[src/rtl/uart_frame_tx.sv]
// Serializes one FRAME_BYTES*DBITS result word onto the UART tx pin, 8N1, least significant byte first.
// Define UART_FRAME_TX_TERM_EN to append a 0x0A terminator byte after the frame.
module uart_frame_tx #(
    parameter int CLKS_PER_BIT = 868,
    parameter int FRAME_BYTES  = 8,
    parameter int DBITS        = 8
) (
    input  logic                         clk,
    input  logic                         reset,
    input  logic [FRAME_BYTES*DBITS-1:0] frame_value,
    input  logic                         frame_valid,
    output logic                         frame_ready,
    output logic                         tx,
    output logic                         busy,
    output logic                         frame_done
);

    localparam int FW     = FRAME_BYTES * DBITS;
    localparam int BAUD_W = $clog2(CLKS_PER_BIT);
    localparam int BIT_W  = $clog2(DBITS + 1);
`ifdef UART_FRAME_TX_TERM_EN
    localparam int NUM_BYTES = FRAME_BYTES + 1;
`else
    localparam int NUM_BYTES = FRAME_BYTES;
`endif
    localparam int BYTE_W = $clog2(NUM_BYTES + 1);

    localparam logic [BAUD_W-1:0] BAUD_LAST = BAUD_W'(CLKS_PER_BIT - 1);
    localparam logic [BIT_W-1:0]  BIT_LAST  = BIT_W'(DBITS - 1);
    localparam logic [BYTE_W-1:0] BYTE_LAST = BYTE_W'(NUM_BYTES - 1);

    typedef enum logic [1:0] {IDLE, START, DATA, STOP} state_t;

    state_t            state_q, state_d;
    logic [BAUD_W-1:0] baud_q, baud_d;
    logic [BIT_W-1:0]  bit_q, bit_d;
    logic [BYTE_W-1:0] byte_q, byte_d;
    logic [FW-1:0]     shreg_q, shreg_d;
    logic [FW-1:0]     shreg_shift;
    logic              tx_q, tx_d;
    logic              ready_q, ready_d;
    logic              done_q, done_d;
    logic              bit_end;

    assign bit_end     = (baud_q == BAUD_LAST);
    assign shreg_shift = shreg_q >> 1;

    always_comb begin
        state_d = state_q;
        baud_d  = baud_q;
        bit_d   = bit_q;
        byte_d  = byte_q;
        shreg_d = shreg_q;
        tx_d    = tx_q;
        ready_d = ready_q;
        done_d  = 1'b0;

        // The baud counter free-runs through every bit of a frame; inputs never restart it.
        if (state_q != IDLE)
            baud_d = bit_end ? '0 : baud_q + BAUD_W'(1);

        case (state_q)
            IDLE: begin
                if (frame_valid && ready_q) begin
                    shreg_d = frame_value;
                    state_d = START;
                    tx_d    = 1'b0;
                    ready_d = 1'b0;
                    baud_d  = '0;
                    bit_d   = '0;
                    byte_d  = '0;
                end
            end
            START: begin
                if (bit_end) begin
                    state_d = DATA;
                    tx_d    = shreg_q[0];
                end
            end
            DATA: begin
                if (bit_end) begin
                    shreg_d = shreg_shift;
                    if (bit_q == BIT_LAST) begin
                        state_d = STOP;
                        tx_d    = 1'b1;
                        bit_d   = '0;
                    end else begin
                        bit_d = bit_q + BIT_W'(1);
                        tx_d  = shreg_shift[0];
                    end
                end
            end
            STOP: begin
                if (bit_end) begin
                    if (byte_q == BYTE_LAST) begin
                        state_d = IDLE;
                        tx_d    = 1'b1;
                        ready_d = 1'b1;
                        done_d  = 1'b1;
                        byte_d  = '0;
                    end else begin
                        state_d = START;
                        tx_d    = 1'b0;
                        byte_d  = byte_q + BYTE_W'(1);
`ifdef UART_FRAME_TX_TERM_EN
                        // Frame word is fully shifted out here, so the terminator drops into the low byte.
                        if (byte_q == BYTE_W'(FRAME_BYTES - 1))
                            shreg_d[DBITS-1:0] = DBITS'(8'h0A);
`endif
                    end
                end
            end
            default: state_d = IDLE;
        endcase
    end

    always_ff @(posedge clk or posedge reset) begin
        if (reset) begin
            state_q <= IDLE;
            baud_q  <= '0;
            bit_q   <= '0;
            byte_q  <= '0;
            shreg_q <= '0;
            tx_q    <= 1'b1;
            ready_q <= 1'b1;
            done_q  <= 1'b0;
        end else begin
            state_q <= state_d;
            baud_q  <= baud_d;
            bit_q   <= bit_d;
            byte_q  <= byte_d;
            shreg_q <= shreg_d;
            tx_q    <= tx_d;
            ready_q <= ready_d;
            done_q  <= done_d;
        end
    end

    assign tx          = tx_q;
    assign frame_ready = ready_q;
    assign frame_done  = done_q;
    assign busy        = (state_q != IDLE);

endmodule

[config.mk]
export PLATFORM = sky130hd
export DESIGN_NAME = uart_frame_tx
export DESIGN_NICKNAME = d
export VERILOG_FILES = /design/src/rtl/uart_frame_tx.sv
export SDC_FILE = /design/constraint.sdc
export NUM_CORES = 1
export LEC_CHECK = 0
export ABC_AREA = 1
export BUFFER_PORTS_ARGS = -buffer_cell sky130_fd_sc_hd__buf_2
export CELL_PAD_IN_SITES_DETAIL_PLACEMENT = 1
export CELL_PAD_IN_SITES_GLOBAL_PLACEMENT = 1
export CORE_UTILIZATION = 35
export CTS_CLUSTER_DIAMETER = 200
export DETAILED_ROUTE_END_ITERATION = 10
export PLACE_DENSITY_LB_ADDON = 0.3
export SETUP_SLACK_MARGIN = 0.05
export SLEW_MARGIN = 20
export SYNTH_ARGS = -nofsm -noshare
export SYNTH_HDL_FRONTEND = slang
export SYNTH_SLANG_ARGS = --single-unit
export TNS_END_PERCENT = 100
[constraint.sdc]
create_clock -name clk -period 2.8 [get_ports clk]
set_input_delay 0.14 -clock clk [delete_from_list [all_inputs] [get_ports clk]]
set_output_delay 0.14 -clock clk [all_outputs]
set_load 0.01 [all_outputs]
==> impl_metrics.env, run 1 <==
export IMPL_power_density_nw_per_um2=510
export IMPL_grt_max_degree=51
export IMPL_syn_inst=465
export IMPL_fin_crit_ps=2200
export IMPL_grt_util_met1_pct=22.0
export IMPL_path_clk_slew_ps=70
export IMPL_synth_xor_xnor_area_share_pct=1.01
export IMPL_report_power_total_w=0.00263
export IMPL_routed_wirelength_mm=9.78
export IMPL_ys_types=30
export IMPL_antenna_found_initial=0
export IMPL_syn_num_nets=539
export IMPL_path_class="reg -> reg"
export IMPL_num_nets_final=603
export IMPL_crit_arrival_ps=2430
export IMPL_intPower_w=0.00209
export IMPL_start_util_pct=35.9
export IMPL_dpl_hpwl_mm=6.89
export IMPL_drtIter0Drc=132
export IMPL_clock_power_share_pct=48.2
export IMPL_tightest_slew_ps=809
export IMPL_synth_area_top_cells="dfrtp_1, mux2i_1, nand2_1"
export IMPL_relSlewSlack_pct=46.0
export IMPL_design_area_um2=5140
export IMPL_gp_congestion=0.752
export IMPL_tns_ps=0
export IMPL_gr_max_usage_layer="met2"
export IMPL_skew_ps=9.47
export IMPL_end_kind="register"
export IMPL_synth_edf_count=0
export IMPL_power_leakage_nw=2.32
export IMPL_p_seq_share_pct=47.9
export IMPL_dr_total_vias=3365
export IMPL_grt_pass1_wl_mm=17.0
export IMPL_yosys_warnings=0
export IMPL_core_area_um2=12100
export IMPL_syn_area_per_cell_um2=9.32
export IMPL_row_count=40
export IMPL_start_kind="register"
export IMPL_max_freq_ghz=0.454
export IMPL_io_pin_count=71
export IMPL_grtUsageTotal_pct=16.6
export IMPL_hold_ws_ps=74.6
export IMPL_grt_pass1_vias=3552
export IMPL_drt_antenna_violating_nets=0
export IMPL_min_from="frame_value[63]"
export IMPL_dr_pass1_iters=4
export IMPL_cts_resized=0
export IMPL_viasPerCell=4.79
export IMPL_fin_util_pct=42.7
export IMPL_clk_latency_ps=340
export IMPL_yosysSeqAreaShare_pct=50.3
export IMPL_cts_sinks=87
export IMPL_portBuffers=70
export IMPL_syn_to_final_growth_pct=18.7
export IMPL_cap_violations=0
export IMPL_cts_tree="built"
export IMPL_dieArea_um2=12800
export IMPL_timing_final_crit_share_pct=78.7
export IMPL_async_reset_ff_share_pct=100
export IMPL_clock_path_buffers=2
export IMPL_slew_viol_final=0
export IMPL_fp_dieH_um=113
export IMPL_synth_mux_area_share_pct=14.3
export IMPL_pwr_share_comb_pct=3.9
export IMPL_n_fill_cell=1408
export IMPL_synth_ff_type="dfrtp_1"
export IMPL_hold_path_class="in -> reg"
export IMPL_grtUsageMet3_pct=3.32
export IMPL_sw_frac_of_total_pct=20.5
export IMPL_wl_per_cell_um=13.9
export IMPL_rsz0062_at_grt="no"
export IMPL_hold_violations=0
export IMPL_grtUsageMet2_pct=27.1
export IMPL_cts_setup_buffers=0
export IMPL_synth_top_family_by_area="simple AND/OR/NAND/NOR gates"
export IMPL_diodes=0
export IMPL_synth_compound_area_share_pct=11.0
export IMPL_synth_simple_gate_area_share_pct=15.9
export IMPL_switchingPower_w=0.000537
export IMPL_status="finished, final reports clean"
export IMPL_die_w_um=113
export IMPL_gr_total_overflow=0
export IMPL_drive_above_1_share_pct=19.1
export IMPL_cts_buffers_inserted=9
export IMPL_drc=0
export IMPL_crit_path_max_fanout=50
export IMPL_netlist_area_um2=4330
export IMPL_yosys_area_top_type="dfrtp_1"
export IMPL_post_dp_cell_area_um2=4830
export IMPL_ir_drop_mv=0.255
export IMPL_critPathLaunch="state_q[0]$_DFFE_PP0P_"
export IMPL_finalSetupViolations=0
export IMPL_synthAdderAreaFrac_pct=2.02
export IMPL_cts_max_level=3
export IMPL_synth_top_area_share_pct=49.1
export IMPL_crit_required_ps=3030
export IMPL_reg2reg_from="state_q[0]$_DFFE_PP0P_"
export IMPL_synth_seq_cells=87
export IMPL_root_buffer="clkbuf_16"
[flip-flops by register name, summed over array words and instances, names as in the netlist]
signal / flops
baud_q: 10
frame_done: 1
bit_q: 4
state_q: 2
frame_ready: 1
shreg_q: 64
tx: 1
byte_q: 4
[layout by cell type (no fill, tap or decap), types with 4 or more instances in the layout]
cell and count:
buf_4 4, ha_1 6, dfrtp_1 85, inv_1 19, clkbuf_16 9, nand4_1 5
xor2_1 4, nor2_1 8, nand3_1 19, buf_2 70, nand2_1 120, mux2i_1 62
o21ai_0 36, o21ai_1 51
[critical path: stages (launching register included)]
cell and delay, ps:
dfrtp_1 420, inv_1 160, ha_4 330, inv_1 110, o21ai_1 240, nand2_4 330, buf_4 330, nand2_1 80
o21ai_1 70
[routing by layer]
metal  part of all wire, %  routed length [µm]  up-vias
met5                     0                   0        -
met4                   1.2                 116        0
met3                   3.3                 324        8
met2                    47                4590       46
met1                    49                4750     1614
li1                      -                   -     1697
[cell families after synthesis]
group                    Yosys count
flip-flops                        87
AND/OR/NAND/NOR                  163
AO/OA/AOI/OAI                     94
adder cells (fa/ha/maj)            7
multiplexers                      62
XOR/XNOR                           5
buffers and inverters             47
[final timing paths]
kind	end	slack (ps)	cells after the start
setup / recovery	shreg_q[17]$_DFFE_PP0P_	600	8
max in group asynchronous	tx$_DFFE_PP1P_	1570	4
hold / removal	shreg_q[63]$_DFFE_PP0P_	70	3
min in group asynchronous	shreg_q[43]$_DFFE_PP0P_	480	3
hold reg to reg	shreg_q[28]$_DFFE_PP0P_	480	2
setup reg to reg	shreg_q[17]$_DFFE_PP0P_	600	8
[cells in the mapped netlist, types with 6 or more instances]
library cell  number
nand3_1           19
nor2_1             8
ha_1               7
dfrtp_1           85
buf_6              6
o21ai_0           36
o21ai_1           51
buf_2             12
inv_1             20
mux2i_1           62
nand2_1          120
[power groups by stage]
stage	sequential [W]	clock, W	combinational [W]
after floorplan	0.00128	0	0.0000420
after global placement	0.00128	0	0.000104
after detailed placement	0.00128	0	0.000106
after CTS	0.00126	0.00131	0.000108
after global routing	0.00126	0.00135	0.000119
final	0.00126	0.00126	0.000103
[through the flow]
step / std cells / setup slack (ps)
2_1_floorplan: 465 / 413
3_3_place_gp: 685 / 674
3_5_place_dp: 685 / 576
4_1_cts: 702 / 570
5_1_grt: 702 / 381
6_report: 702 / 596
[layout make-up]
| type | instances | area, µm² | area share, % |
|---|---|---|---|
| sequential | 87 | 2180 | 42.4 |
| multi-input combinational | 331 | 1930 | 37.5 |
| timing repair buffer | 77 | 430 | 8.37 |
| clock buffer | 12 | 236 | 4.60 |
| tap | 168 | 210 | 4.09 |
| inverter | 23 | 87.6 | 1.70 |
| clock inverter | 4 | 70.1 | 1.36 |
[repair_timing]
item / in CTS / in global routing
hold buffers: 1 / 0
endpoints found under the hold margin: 43 / 0
setup endpoints to repair: 0 / 0
Note: power is estimated with default switching activity, not from simulation.
==> inputs of run 2 (changes only) <==
Clock period 2.8 ns to 2.15 ns, I/O delays scaled along.
==> run 2 against run 1 <==
  * Combinational power increased by 34%
  * Cell area rose by 1.7%
  * Die area unchanged
  * Via count is essentially flat
  * Worst setup slack got worse by 270 ps
  * Sequential share of layout area decreased by 0.72 points
  * Clock skew decreased by 1.9 ps
  * Register-to-register slack got worse by 270 ps
  * Non-clock buffer count rose by 3
  * Flip-flop and latch count unchanged
  * Final cell count rose by 0.28%
  * First-iteration DRC count shrank 4.5%
  * Critical endpoint is now shreg_q[33]$_DFFE_PP0P_
  * Largest power group is now clock
==> impl_metrics.env, run 2 (synthesized netlist as in run 1, its figures left out) <==
export IMPL_ir_drop_mv=0.451
export IMPL_antenna_found_initial=1
export IMPL_dr_pass1_iters=4
export IMPL_dpl_hpwl_mm=6.84
export IMPL_fin_crit_ps=1820
export IMPL_tns_ps=0
export IMPL_crit_arrival_ps=2020
export IMPL_end_kind="register"
export IMPL_n_fill_cell=1400
export IMPL_cts_sinks=87
export IMPL_slew_viol_final=0
export IMPL_io_pin_count=71
export IMPL_grt_max_degree=75
export IMPL_clock_path_buffers=2
export IMPL_path_clk_slew_ps=60
export IMPL_layout_common_cells="nand2_1, dfrtp_1, buf_2"
export IMPL_fin_util_pct=43.4
export IMPL_power_leakage_nw=2.36
export IMPL_viasPerCell=4.78
export IMPL_placed_cells=688
export IMPL_routed_wirelength_mm=9.79
export IMPL_cts_buffers_inserted=9
export IMPL_fin_cells=704
export IMPL_num_nets_final=606
export IMPL_layout_commonest_cell="nand2_1"
export IMPL_root_buffer="clkbuf_16"
export IMPL_clk_latency_ps=340
export IMPL_largestRegisters="shreg_q x64, baud_q x10"
export IMPL_grt_pass1_wl_mm=17.3
export IMPL_cts_resized=0
export IMPL_hold_violations=0
export IMPL_drive_above_1_share_pct=20.0
export IMPL_tightest_slew_ps=753
export IMPL_power_density_nw_per_um2=683
export IMPL_skew_ps=7.57
export IMPL_portBuffers=70
export IMPL_wl_per_cell_um=13.9
export IMPL_post_dp_cell_area_um2=4880
export IMPL_drt_antenna_violating_nets=0
export IMPL_cts_tree="built"
export IMPL_cts_max_level=3
export IMPL_relSlewSlack_pct=49.7
export IMPL_drtIter0Drc=126
export IMPL_status="finished, final reports clean"
export IMPL_rsz0062_at_grt="no"
export IMPL_timing_final_crit_share_pct=84.7
export IMPL_core_area_um2=12100
export IMPL_gp_congestion=0.800
export IMPL_syn_to_final_growth_pct=20.8
export IMPL_path_class="reg -> reg"
export IMPL_dr_total_vias=3368
export IMPL_diodes=0
export IMPL_gr_total_overflow=0
export IMPL_design_area_um2=5230
export IMPL_cap_violations=0
export IMPL_largest_reg_flops=64
export IMPL_hold_path_class="in -> reg"
export IMPL_crit_required_ps=2350
export IMPL_grt_pass1_vias=3691
export IMPL_drc=0
export IMPL_start_util_pct=35.9
export IMPL_dieArea_um2=12800
export IMPL_regMostFlops="shreg_q"
export IMPL_report_power_total_w=0.00357
export IMPL_fp_dieH_um=113
export IMPL_crit_path_max_fanout=74
export IMPL_start_kind="register"
export IMPL_die_w_um=113
export IMPL_grtUsageTotal_pct=16.7
export IMPL_finalSetupViolations=0
export IMPL_max_freq_ghz=0.549
export IMPL_row_count=40
==> run 2: metrics by stage <==
| step | setup slack, ps | hold slack (ps) |
|---|---|---|
| floorplan | 496 | 254 |
| global placement | 385 | 277 |
| detailed placement | 322 | 289 |
| CTS | 299 | 29.4 |
| global route | 146 | 64.9 |
| finish | 329 | 34.5 |
==> run 2: report_power, final <==
group | switching (W) | internal (W) | leakage (nW)
clock network | 0.000634 | 0.00116 | 0.165
registers | 0 | 0.00164 | 1.16
logic | 0.0000697 | 0.0000685 | 1.04
==> run 2: per-layer routing <==
metal	vias up	part of all wire [%]	global-route usage (%)
met5	-	0	0
met4	0	0.97	5.26
met1	1613	47	21.7
met3	7	3.7	3.64
met2	52	48	27.9
li1	1696	-	-
==> run 2: worst paths after layout <==
path	startpoint	end	slack, ps	cells after the start
max	state_q[0]$_DFFE_PP0P_	shreg_q[33]$_DFFE_PP0P_	330	7
min	frame_value[63]	shreg_q[63]$_DFFE_PP0P_	30	3
max reg2reg	state_q[0]$_DFFE_PP0P_	shreg_q[33]$_DFFE_PP0P_	330	7
min reg2reg	tx$_DFFE_PP1P_	tx$_DFFE_PP1P_	480	2
max in group asynchronous	reset	frame_ready$_DFFE_PP1P_	1040	4
min in group asynchronous	reset	shreg_q[31]$_DFFE_PP0P_	450	3
==> run 2: cell type report <==
| type | count | area [µm²] | share of cell area [%] |
|---|---|---|---|
| sequential | 87 | 2180 | 41.6 |
| timing repair buffer | 80 | 478 | 9.13 |
| inverter | 23 | 90.1 | 1.72 |
| tap | 168 | 210 | 4.02 |
| clock inverter | 5 | 106 | 2.03 |
| clock buffer | 10 | 239 | 4.57 |
| multi-input combinational | 331 | 1930 | 36.9 |
==> run 2: worst max-delay path, cell delays in order (launching register included) <==
cell	delay [ps]
dfrtp_1	410
inv_1	160
ha_4	190
buf_12	270
nand2_2	130
nand2_4	100
buf_12	280
o21ai_0	130
==> run 2: timing repair <==
item,4_1_cts,5_1_grt
endpoints found under the hold margin,30,0
buffers inserted,0,0
hold buffers,1,0
==> inputs of run 3 (changes only) <==
Clock period 2.15 ns to 1.7 ns, I/O delays scaled along.
==> run 3 against run 2 <==
  * Register-to-register slack lost 310 ps
  * Worst hold slack lost 6.2 ps
  * Final cell count grew 1.7%
  * Count of clock-buffer cells in the layout grew 4
  * Flip-flop and latch count is the same
  * Global-route usage grew 0.37 points
  * Via count grew 2.5%
  * Core utilization grew 2.0 points
  * Die area is the same
  * First-iteration DRC count shrank 14%
  * Worst setup slack lost 310 ps
  * Critical path type unchanged
  * Largest power group unchanged
  * Highest routed layer unchanged
==> impl_metrics.env, run 3 (synthesized netlist as in run 1, its figures left out) <==
export IMPL_hold_path_class="in -> reg"
export IMPL_slew_viol_final=0
export IMPL_cts_sinks=87
export IMPL_slowest_stage="dfrtp_1"
export IMPL_num_nets_final=617
export IMPL_drive_above_1_share_pct=23.7
export IMPL_crit_end="shreg_q[58]$_DFFE_PP0P_"
export IMPL_viasPerCell=4.82
export IMPL_ir_drop_mv=0.395
export IMPL_power_leakage_nw=2.46
export IMPL_hold_violations=0
export IMPL_antenna_found_initial=0
export IMPL_dr_pass1_iters=4
export IMPL_largest_reg_flops=64
export IMPL_io_pin_count=71
export IMPL_start_util_pct=35.9
export IMPL_largestRegisters="shreg_q x64, baud_q x10"
export IMPL_clock_path_buffers=2
export IMPL_gr_max_usage_layer="met2"
export IMPL_r2r_end="shreg_q[58]$_DFFE_PP0P_"
export IMPL_design_area_um2=5470
export IMPL_cap_violations=0
export IMPL_drt_antenna_violating_nets=0
export IMPL_finalSetupViolations=0
export IMPL_diodes=0
export IMPL_start_kind="register"
export IMPL_dr_total_vias=3452
export IMPL_rsz0062_at_grt="yes"
export IMPL_max_freq_ghz=0.596
export IMPL_grt_pass1_vias=3626
export IMPL_portBuffers=70
export IMPL_crit_path_max_fanout=11
export IMPL_crit_required_ps=1910
export IMPL_r2r_slack_ps=20
export IMPL_grtUsageMet2_pct=27.9
export IMPL_grtUsageTotal_pct=17.1
export IMPL_reg2reg_depth=8
export IMPL_core_area_um2=12100
export IMPL_fin_crit_ps=1680
export IMPL_min_path_cells=3
export IMPL_report_power_total_w=0.00448
export IMPL_critPathMaxStageDelay_ps=390
export IMPL_gr_total_overflow=0
export IMPL_path_clk_slew_ps=60
export IMPL_gp_congestion=0.803
export IMPL_row_count=40
export IMPL_critPathLaunch="state_q[0]$_DFFE_PP0P_"
export IMPL_layout_common_cells="nand2_1, dfrtp_1, buf_2"
export IMPL_syn_to_final_growth_pct=26.3
export IMPL_routed_wirelength_mm=10.3
export IMPL_placed_cells=694
export IMPL_drtIter0Drc=108
export IMPL_path_cells="inv_2 > ha_4 > inv_1 > o21ai_4 > nand2_8 > clkbuf_16 > nand2_1 > o21ai_1"
export IMPL_fp_dieH_um=113
export IMPL_dpl_hpwl_mm=6.78
export IMPL_fin_cells=716
export IMPL_grt_max_degree=88
export IMPL_drc=0
export IMPL_relSlewSlack_pct=67.5
export IMPL_end_kind="register"
export IMPL_path_class="reg -> reg"
export IMPL_post_dp_cell_area_um2=4960
export IMPL_cts_max_level=3
export IMPL_wl_per_cell_um=14.3
export IMPL_grtUsageMet3_pct=3.54
export IMPL_cts_buffers_inserted=9
export IMPL_clk_latency_ps=330
export IMPL_layout_commonest_cell="nand2_1"
export IMPL_crit_arrival_ps=1890
export IMPL_regMostFlops="shreg_q"
export IMPL_timing_final_crit_share_pct=98.6
export IMPL_power_density_nw_per_um2=818
export IMPL_skew_ps=5.84
export IMPL_root_buffer="clkbuf_16"
export IMPL_dieArea_um2=12800
export IMPL_die_w_um=113
export IMPL_grt_pass1_wl_mm=17.5
export IMPL_grt_util_met1_pct=23.0
export IMPL_tightest_slew_ps=487
export IMPL_cts_tree="built"
export IMPL_reg2reg_from="state_q[0]$_DFFE_PP0P_"
export IMPL_status="finished, final reports clean"
-- run 3: cell count changes in the layout (fill, tap and decap cells not counted), sizes merged --
| cell | previous run | this run |
|---|---|---|
| inv | 21 | 22 |
| clkbuf | 10 | 16 |
| buf | 79 | 88 |
| clkinv | 2 | 0 |
| clkinvlp | 2 | 1 |
| bufinv | 3 | 2 |
-- run 3: worst min path at each step --
stage	start	endpoint	slack (ps)
2_1_floorplan	frame_value[63]	shreg_q[63]$_DFFE_PP0P_	230
3_3_place_gp	reset	baud_q[5]$_DFF_PP0_	260
3_5_place_dp	reset	baud_q[5]$_DFF_PP0_	270
4_1_cts	frame_value[63]	shreg_q[63]$_DFFE_PP0P_	20
5_1_grt	frame_value[63]	shreg_q[63]$_DFFE_PP0P_	30
6_report	frame_value[49]	shreg_q[49]$_DFFE_PP0P_	30
-- run 3: worst max-delay path: cells and delay by family, from the launching register on --
kind	cells	cell delay (ps)
and+or+nand+nor	2	220
adders and majority gates	1	200
AOI/OAI and AO/OA	2	280
buffers and inverters	3	440
DFF	1	390
-- run 3: metrics by stage --
step	setup WS (ps)	TNS [ps]	utilization [%]	hold WS [ps]
after CTS	33.1	0	44.5	18.2
after detailed placement	-18.2	-101	41.2	266
final	23.2	0	45.4	28.3
after global placement	72.4	0	41.2	260
after floorplan	86.0	0	-	232
after global routing	-55.8	-679	45.4	32.8
-- run 3: layout make-up --
| class | instances | area (µm²) |
|---|---|---|
| Sequential cell | 87 | 2180 |
| Inverter | 23 | 90.1 |
| Timing Repair Buffer | 91 | 661 |
| Multi-Input combinational cell | 331 | 1990 |
| Tap cell | 168 | 210 |
| Clock buffer | 14 | 284 |
| Clock inverter | 2 | 60.1 |
| Fill cell | 1400 | 6590 |
-- run 3: repair_timing --
item / 4_1_cts / 5_1_grt
gates resized for setup: 5 / 16
cloned: 1 / 2
hold buffers: 1 / 0
buffers inserted: 1 / 1
pin swaps: 2 / 0
endpoints found under the setup margin: 82 / 85
hold endpoints to repair: 85 / 0
-- run 3: per-layer routing --
metal	vias up	part of all wire (%)
met5	-	0
met4	0	1.6
met3	13	3.0
met2	57	48
met1	1660	47
li1	1722	-
-- run 3: report_power, final --
group          internal, W  switching [W]
combinational    0.0000838      0.0000863
sequential         0.00207              0
clock              0.00145       0.000786
total              0.00360       0.000872
